--- config.mk ---
export PLATFORM = sky130hd
export DESIGN_NAME = scramble_sequencer
export DESIGN_NICKNAME = d
export VERILOG_FILES = /design/src/rtl/scramble_sequencer.sv
export SDC_FILE = /design/constraint.sdc
export NUM_CORES = 1
export LEC_CHECK = 0
export BUFFER_PORTS_ARGS = -buffer_cell sky130_fd_sc_hd__buf_4
export CAP_MARGIN = 20
export CORE_ASPECT_RATIO = 1.5
export CORE_MARGIN = 4
export CORE_UTILIZATION = 38
export CTS_BUF_LIST = sky130_fd_sc_hd__clkbuf_4 sky130_fd_sc_hd__clkbuf_8 sky130_fd_sc_hd__clkbuf_16
export DETAILED_ROUTE_END_ITERATION = 10
export PLACE_DENSITY = 0.57
export SKIP_LAST_GASP = 1
export SLEW_MARGIN = 20
export SYNTH_ARGS = -nofsm -noshare
export SYNTH_HDL_FRONTEND = slang
export SYNTH_SLANG_ARGS = --single-unit
--- constraint.sdc ---
create_clock -name clk -period 3.59 [get_ports clk]
set_input_delay 0.359 -clock clk [delete_from_list [all_inputs] [get_ports clk]]
set_output_delay 0.359 -clock clk [all_outputs]
set_load 0.1 [all_outputs]
--- src/rtl/scramble_sequencer.sv ---
// Issues MOVES random row/column moves spaced GAP+1 clocks apart, then hands the cell
// array over to the user controls and counts user moves until the next start.
module scramble_sequencer #(
  parameter int unsigned MOVES = 16,
  parameter int unsigned GAP   = 4
) (
  input  logic       clk,
  input  logic       reset,
  input  logic       start,
  input  logic       user_fire,
  input  logic       user_nRow,
  input  logic [3:0] user_row_column,
  input  logic       user_error,
  input  logic [2:0] rand_in,
  output logic       fire,
  output logic       x_nRow,
  output logic [3:0] row_column,
  output logic       scrambling,
  output logic       done,
  output logic [7:0] move_count
);

  localparam logic [23:0] GapLast   = 24'(GAP - 1);
  localparam logic [7:0]  MovesInit = 8'(MOVES);

  typedef enum logic [1:0] {StGap, StFire, StPlay} state_e;

  state_e      state_q, state_d;
  logic [23:0] gap_cnt_q, gap_cnt_d;
  logic [7:0]  moves_left_q, moves_left_d;
  logic        nrow_q, nrow_d;
  logic [1:0]  target_q, target_d;
  logic        prev_q;
  logic [7:0]  move_count_q, move_count_d;
  logic        user_edge;

  // An edge masked by user_error is lost: prev still tracks the level.
  assign user_edge  = user_fire & ~prev_q & ~user_error;
  assign move_count = move_count_q;

  always_comb begin
    state_d      = state_q;
    gap_cnt_d    = gap_cnt_q;
    moves_left_d = moves_left_q;
    nrow_d       = nrow_q;
    target_d     = target_q;
    move_count_d = move_count_q;
    fire         = 1'b0;
    done         = 1'b0;
    scrambling   = 1'b1;
    x_nRow       = nrow_q;
    row_column   = 4'b0001 << target_q;

    unique case (state_q)
      StGap: begin
        if (gap_cnt_q == GapLast) begin
          state_d   = StFire;
          nrow_d    = rand_in[2];
          target_d  = rand_in[1:0];
          gap_cnt_d = '0;
        end else begin
          gap_cnt_d = gap_cnt_q + 24'd1;
        end
      end
      StFire: begin
        fire         = 1'b1;
        moves_left_d = moves_left_q - 8'd1;
        if (moves_left_q == 8'd1) begin
          done    = 1'b1;
          state_d = StPlay;
        end else begin
          state_d = StGap;
        end
      end
      StPlay: begin
        scrambling = 1'b0;
        x_nRow     = user_nRow;
        row_column = user_row_column;
        fire       = user_edge;
        if (start) begin
          state_d      = StGap;
          moves_left_d = MovesInit;
          gap_cnt_d    = '0;
          move_count_d = '0;
        end else if (user_edge && (move_count_q != 8'hff)) begin
          move_count_d = move_count_q + 8'd1;
        end
      end
      default: state_d = StGap;
    endcase
  end

  always_ff @(posedge clk or negedge reset) begin
    if (!reset) begin
      state_q      <= StGap;
      gap_cnt_q    <= '0;
      moves_left_q <= MovesInit;
      nrow_q       <= 1'b0;
      target_q     <= 2'b00;
      prev_q       <= 1'b1;
      move_count_q <= '0;
    end else begin
      state_q      <= state_d;
      gap_cnt_q    <= gap_cnt_d;
      moves_left_q <= moves_left_d;
      nrow_q       <= nrow_d;
      target_q     <= target_d;
      prev_q       <= user_fire;
      move_count_q <= move_count_d;
    end
  end

endmodule

After elaboration in Yosys (flattened, before gate mapping)
Cells that the tools add are included.
{"block": "totals", "in_bits": 13, "out_inout_bits": 16, "regBits": 46, "word_cells": 49}
{"block": "op_classes", "n_addsub": 3, "n_shift": 1, "n_bitwise": 4, "n_mux": 17, "reduce_logical": 10, "n_eq_ne": 7}
{"cell": "$mux W24", "n": 2}
{"cell": "$pmux W24 S2", "n": 1}
{"cell": "$add A24 B1 Y24 const B", "n": 1}
{"cell": "$eq A24 B2 Y1 const B", "n": 1}
{"cell": "$mux W8", "n": 3}
{"cell": "$pmux W8 S2", "n": 1}
{"cell": "$reduce_and A2 Y1", "n": 5}
{"cell": "$add A8 B1 Y8 const B", "n": 1}
{"cell": "$eq A8 B1 Y1 const B", "n": 1}
{"cell": "$ne A8 B8 Y1 const B", "n": 1}
{"cell": "$sub A8 B1 Y8 const B", "n": 1}
{"cell": "$mux W2", "n": 3}
{"cell": "$pmux W2 S3", "n": 1}
{"cell": "$reduce_bool A2 Y1", "n": 3}
{"cell": "$mux W1", "n": 4}
{"cell": "$mux W4", "n": 1}
{"cell": "$ne A2 B2 Y1 const B", "n": 2}
{"cell": "$shl A1 B2 Y4 const A", "n": 1}
{"cell": "$and A1 B1 Y1", "n": 2}
{"cell": "$eq A2 B1 Y1 const B", "n": 1}
{"cell": "$eq A2 B2 Y1 const B", "n": 1}
{"cell": "$logic_not A2 Y1", "n": 1}
{"cell": "$not A1 Y1", "n": 2}
{"cell": "$pmux W1 S2", "n": 1}
{"cell": "$logic_and A1 B1 Y1", "n": 1}

Logic depth before layout (Yosys ltp)
{"block": "depth", "word_depth": 6, "depth_mapped": 8, "depth_no_buf": 7}

Worst setup path before layout
No wires, ideal clock.
{"block": "synth_timing", "kind": "register to register", "from": "register moves_left_q[2]", "to": "register state_q[1]", "required_time_ns": 3.505, "path_buffers": 1, "slack_ns": -0.909, "arrival_time_ns": 4.414, "setup_time_ns": 0.085, "stages_incl_launch_ff": 5, "path_cell_list": "dfrtp_1 -> clkbuf_1 -> or4_1 -> nor4_1 -> mux2_2"}
{"block": "synth_between", "elab_chain_len": 3}
{"element": "start: declaration", "line": "30", "text": "logic [7:0] moves_left_q, moves_left_d;"}
{"element": "start signal: assignment", "line": "97", "text": "moves_left_q <= MovesInit;"}
{"element": "start signal: assignment", "line": "105", "text": "moves_left_q <= moves_left_d;"}
{"element": "$eq A8 B1 Y1", "line": "68", "text": "if (moves_left_q == 8'd1) begin"}
{"element": "$mux W2", "line": "68"}
{"element": "$pmux W2 S3", "line": "54", "text": "unique case (state_q)"}
{"element": "end signal: assignment", "line": "95", "text": "state_q <= StGap;"}
{"element": "end signal: assignment", "line": "103", "text": "state_q <= state_d;"}
{"element": "end: declaration", "line": "28", "text": "state_e state_q, state_d;"}
No other way between the ends.
A chain may end at the register's enable or synchronous reset.

Worst setup path after layout
{"block": "layout_timing", "from": "register state_q[0]", "to": "output port fire"}
{"block": "layout_between", "elab_chain_len": 2, "word_cells_on_any_way": 3, "cone_classes": "2 x eq/ne; 1 x mux"}
{"element": "$eq A2 B2 Y1 / $eq A2 B1 Y1 (equally long branches)", "line": "54"}
{"element": "$pmux W1 S2 (*)", "line": "54"}
{"element": "end: declaration", "line": "15", "text": "output logic fire,"}
Every way passes the cells marked *; elsewhere a longest branch is shown, timed or not.

==> flow_metrics.tcl <==
set metrics [dict create \
    post_dp_cell_area_um2 2900 \
    drv_slew 0 \
    synth-xor-area-share_pct 2.66 \
    worstPathMaxFanout 22 \
    worst-slew-pin-transition_ps 729 \
    cts_tree "yes" \
    firstDrtPassIters 5 \
    die-area_um2 8360 \
    use_met1_pct 18.5 \
    antenna_cells 0 \
    cts-root-buf "clkbuf_8" \
    cp_cell_sequence "inv_1, ha_1, and4bb_2, o21a_1, buf_4" \
    initialDrtViolationCount 74 \
    hold_class "in -> async" \
    cts_sinks 46 \
    dp_cells 375 \
    layout.cells.non_filler 384 \
    setup_viol 0 \
    ys_warn_count 0 \
    hold_viol 0 \
    vias 2198 \
    clkTransAtPathRegs_ps 80 \
    grt_pass1_vias 2116 \
    initial_core_util_pct 39.8 \
    met3_usage_pct 2.76 \
    io_buffers 28 \
    cpMaxStageDelayCell "ha_1" \
    synth_area_um2 2640 \
    core_area_um2 6620 \
    synth_edf_count 0 \
    cts_buffers 5 \
    max_cap_violations 0 \
    finClkSkew_ps 5.94 \
    io_pins 29 \
    grt_setup_unrepaired "false" \
    ys.flop_type "dfrtp_1" \
    antenna_found_initial 0 \
    synth_compound_area_share_pct 20.3 \
    crit_arrival_ps 2170 \
    synthArstFlopShare_pct 100 \
    path_class "reg -> out" \
    wl_per_cell_um 15.7 \
    grt-ovfl-total 0 \
    finalSetupTns_ps 0 \
    syn_area_per_cell_um2 9.28 \
    synth_cells 284 \
    nNetsFinal 327 \
    ctsResizeCount 0 \
    final_area_um2 3020 \
    status "finished clean" \
    cts_hold_buffers 0 \
    synth_fa_ha_area_share_pct 3.32 \
    drc 0 \
    post-cts-setup-buffer-count 0 \
    synth_cell_type_count 50 \
    muxShareOfSynthArea_pct 3.70 \
    synth_top_family_by_area "simple AND/OR/NAND/NOR gates" \
    critPathCaptureType "output port" \
    synth_seq_cells 46 \
    die_h_um 110 \
    vias_per_cell 5.72 \
    power_density_nw_per_um2 307 \
    grt_max_degree 47 \
    synthSimpleGateAreaFrac_pct 22.1 \
    crit_family "adder cells" \
    rows 36 \
    grt_usage_pct 15.5 \
    routed_wl_um 6020 \
    syn-num-nets 304 \
    grt_use_met2_pct 27.8 \
    area_growth_syn_to_layout_pct 14.4 \
    fp.dieW_um 76.0 \
    min_period_ps 2530 \
    drive_above_1_share_pct 17.9 \
    max_stage_delay_ps 600 \
    fmax_mhz 395 \
    place_hpwl_um 4290 \
    clockBufferDepth 2 \
    grt.busiest_layer "met2" \
    peakVddDrop_v 0.000144 \
    path_buf_inv 2 \
    htreeDepth 2 \
    grt_pass1_wl_um 10700 \
    clk_latency_ps 300 \
    crit_required_ps 3230 \
    cp-start-kind "flip-flop" \
    p_leak_nw 1.25 \
    timing.final.crit_share_pct 70.5 \
    ant_nets 0 \
    ys_seq_area_share_pct 43.8 \
    place.gp.congestion 0.874 \
    relSlewSlack_pct 50.8 \
]
==> through the flow <==
step | util, % | setup WS (ps) | hold slack [ps] | power, mW
floorplan | - | 67.4 | 63.4 | 0.531
global placement | 43.7 | 1040 | 413 | 0.553
detailed placement | 43.7 | 888 | 412 | 0.553
CTS | 45.4 | 865 | 81.7 | 0.946
global route | 45.5 | 804 | 101 | 0.968
finish | 45.5 | 1060 | 54.6 | 0.926
==> cell type report <==
type	count	area, um^2
multi-input cells	211	1380
inverters	13	48.8
well taps	76	95.1
fillers	646	3610
clock buffers	5	68.8
flip-flops and latches	46	1150
clock inverters	3	40.0
repair buffers	30	229
==> cell usage in the layout (no fill, tap or decap), types with 4 or more instances in the layout <==
cell type / count
nor4_1: 5
nor2_1: 11
o21ai_0: 19
xnor2_1: 4
a22o_1: 5
dfrtp_1: 44
buf_4: 29
a21oi_1: 10
xor2_1: 4
o31ai_1: 4
a31oi_1: 16
and3_1: 6
nand2_1: 36
mux2_2: 6
nand3_1: 13
nand4_1: 6
ha_1: 7
clkbuf_8: 5
nand2b_1: 5
nor3_1: 5
inv_1: 12
o2bb2ai_1: 6
==> registers in the layout (all words and copies together), names as in the netlist <==
signal / flops
state_q: 2
prev_q: 1
nrow_q: 1
moves_left_q: 8
gap_cnt_q: 24
move_count: 8
target_q: 2
==> where the power goes <==
group          internal [mW]  total [mW]  switching, mW
registers              0.519       0.519      0.0000783
clock network          0.205       0.385          0.180
logic                0.00883      0.0226         0.0137
==> per-layer routing <==
metal  share of wire (%)  vias to the layer above  wire length (um)
met5                   0                        -                 0
met4                 1.6                        0                95
met3                 2.7                        6               164
met2                  53                       34              3180
met1                  43                     1061              2580
li1                    -                     1097                 -
==> cell families (layout without fill, tap and decap cells) <==
logic type	count (synthesis)	in the layout
AOI/OAI and AO/OA	81	81
DFF	46	46
buffers and inverters	27	51
and+or+nand+nor	106	106
adders and majority gates	7	7
xor gates and xnor gates	8	8
muxes	9	9
==> path summary, 6_finish.rpt <==
kind                                             start                          end  slack [ps]  cells past startpoint
setup reg to reg                state_q[0]$_DFFE_PN0P_     gap_cnt_q[7]$_DFFE_PN0P_        1160                      6
hold / removal                                   reset    move_count[5]$_DFFE_PN0P_          50                      1
min in group clk                             user_fire             prev_q$_DFF_PN1_         180                      1
setup / recovery                state_q[0]$_DFFE_PN0P_                         fire        1060                      5
max in group asynchronous                        reset    gap_cnt_q[13]$_DFFE_PN0P_        3150                      1
hold reg to reg            moves_left_q[5]$_DFFE_PN0P_  moves_left_q[5]$_DFFE_PN0P_         490                      1
==> worst reg2reg max path, cell delays in order, from the launching register on <==
cell	delay, ps
dfrtp_1	400
inv_1	90
ha_1	600
nand2_1	340
nand2_1	480
o21ai_0	170
a22o_1	260
==> synth_stat cells, types with 7 or more instances <==
cell / instances / area [um^2]
a21oi_1: 10 / 50.1
a31oi_1: 16 / 100
clkbuf_1: 8 / 30.0
dfrtp_1: 44 / 1100
ha_1: 7 / 87.6
inv_1: 12 / 45.0
nand2_1: 36 / 135
nand3_1: 13 / 65.1
nor2_1: 11 / 41.3
o21ai_0: 19 / 95.1
Note: power is estimated with default switching activity, not from simulation.
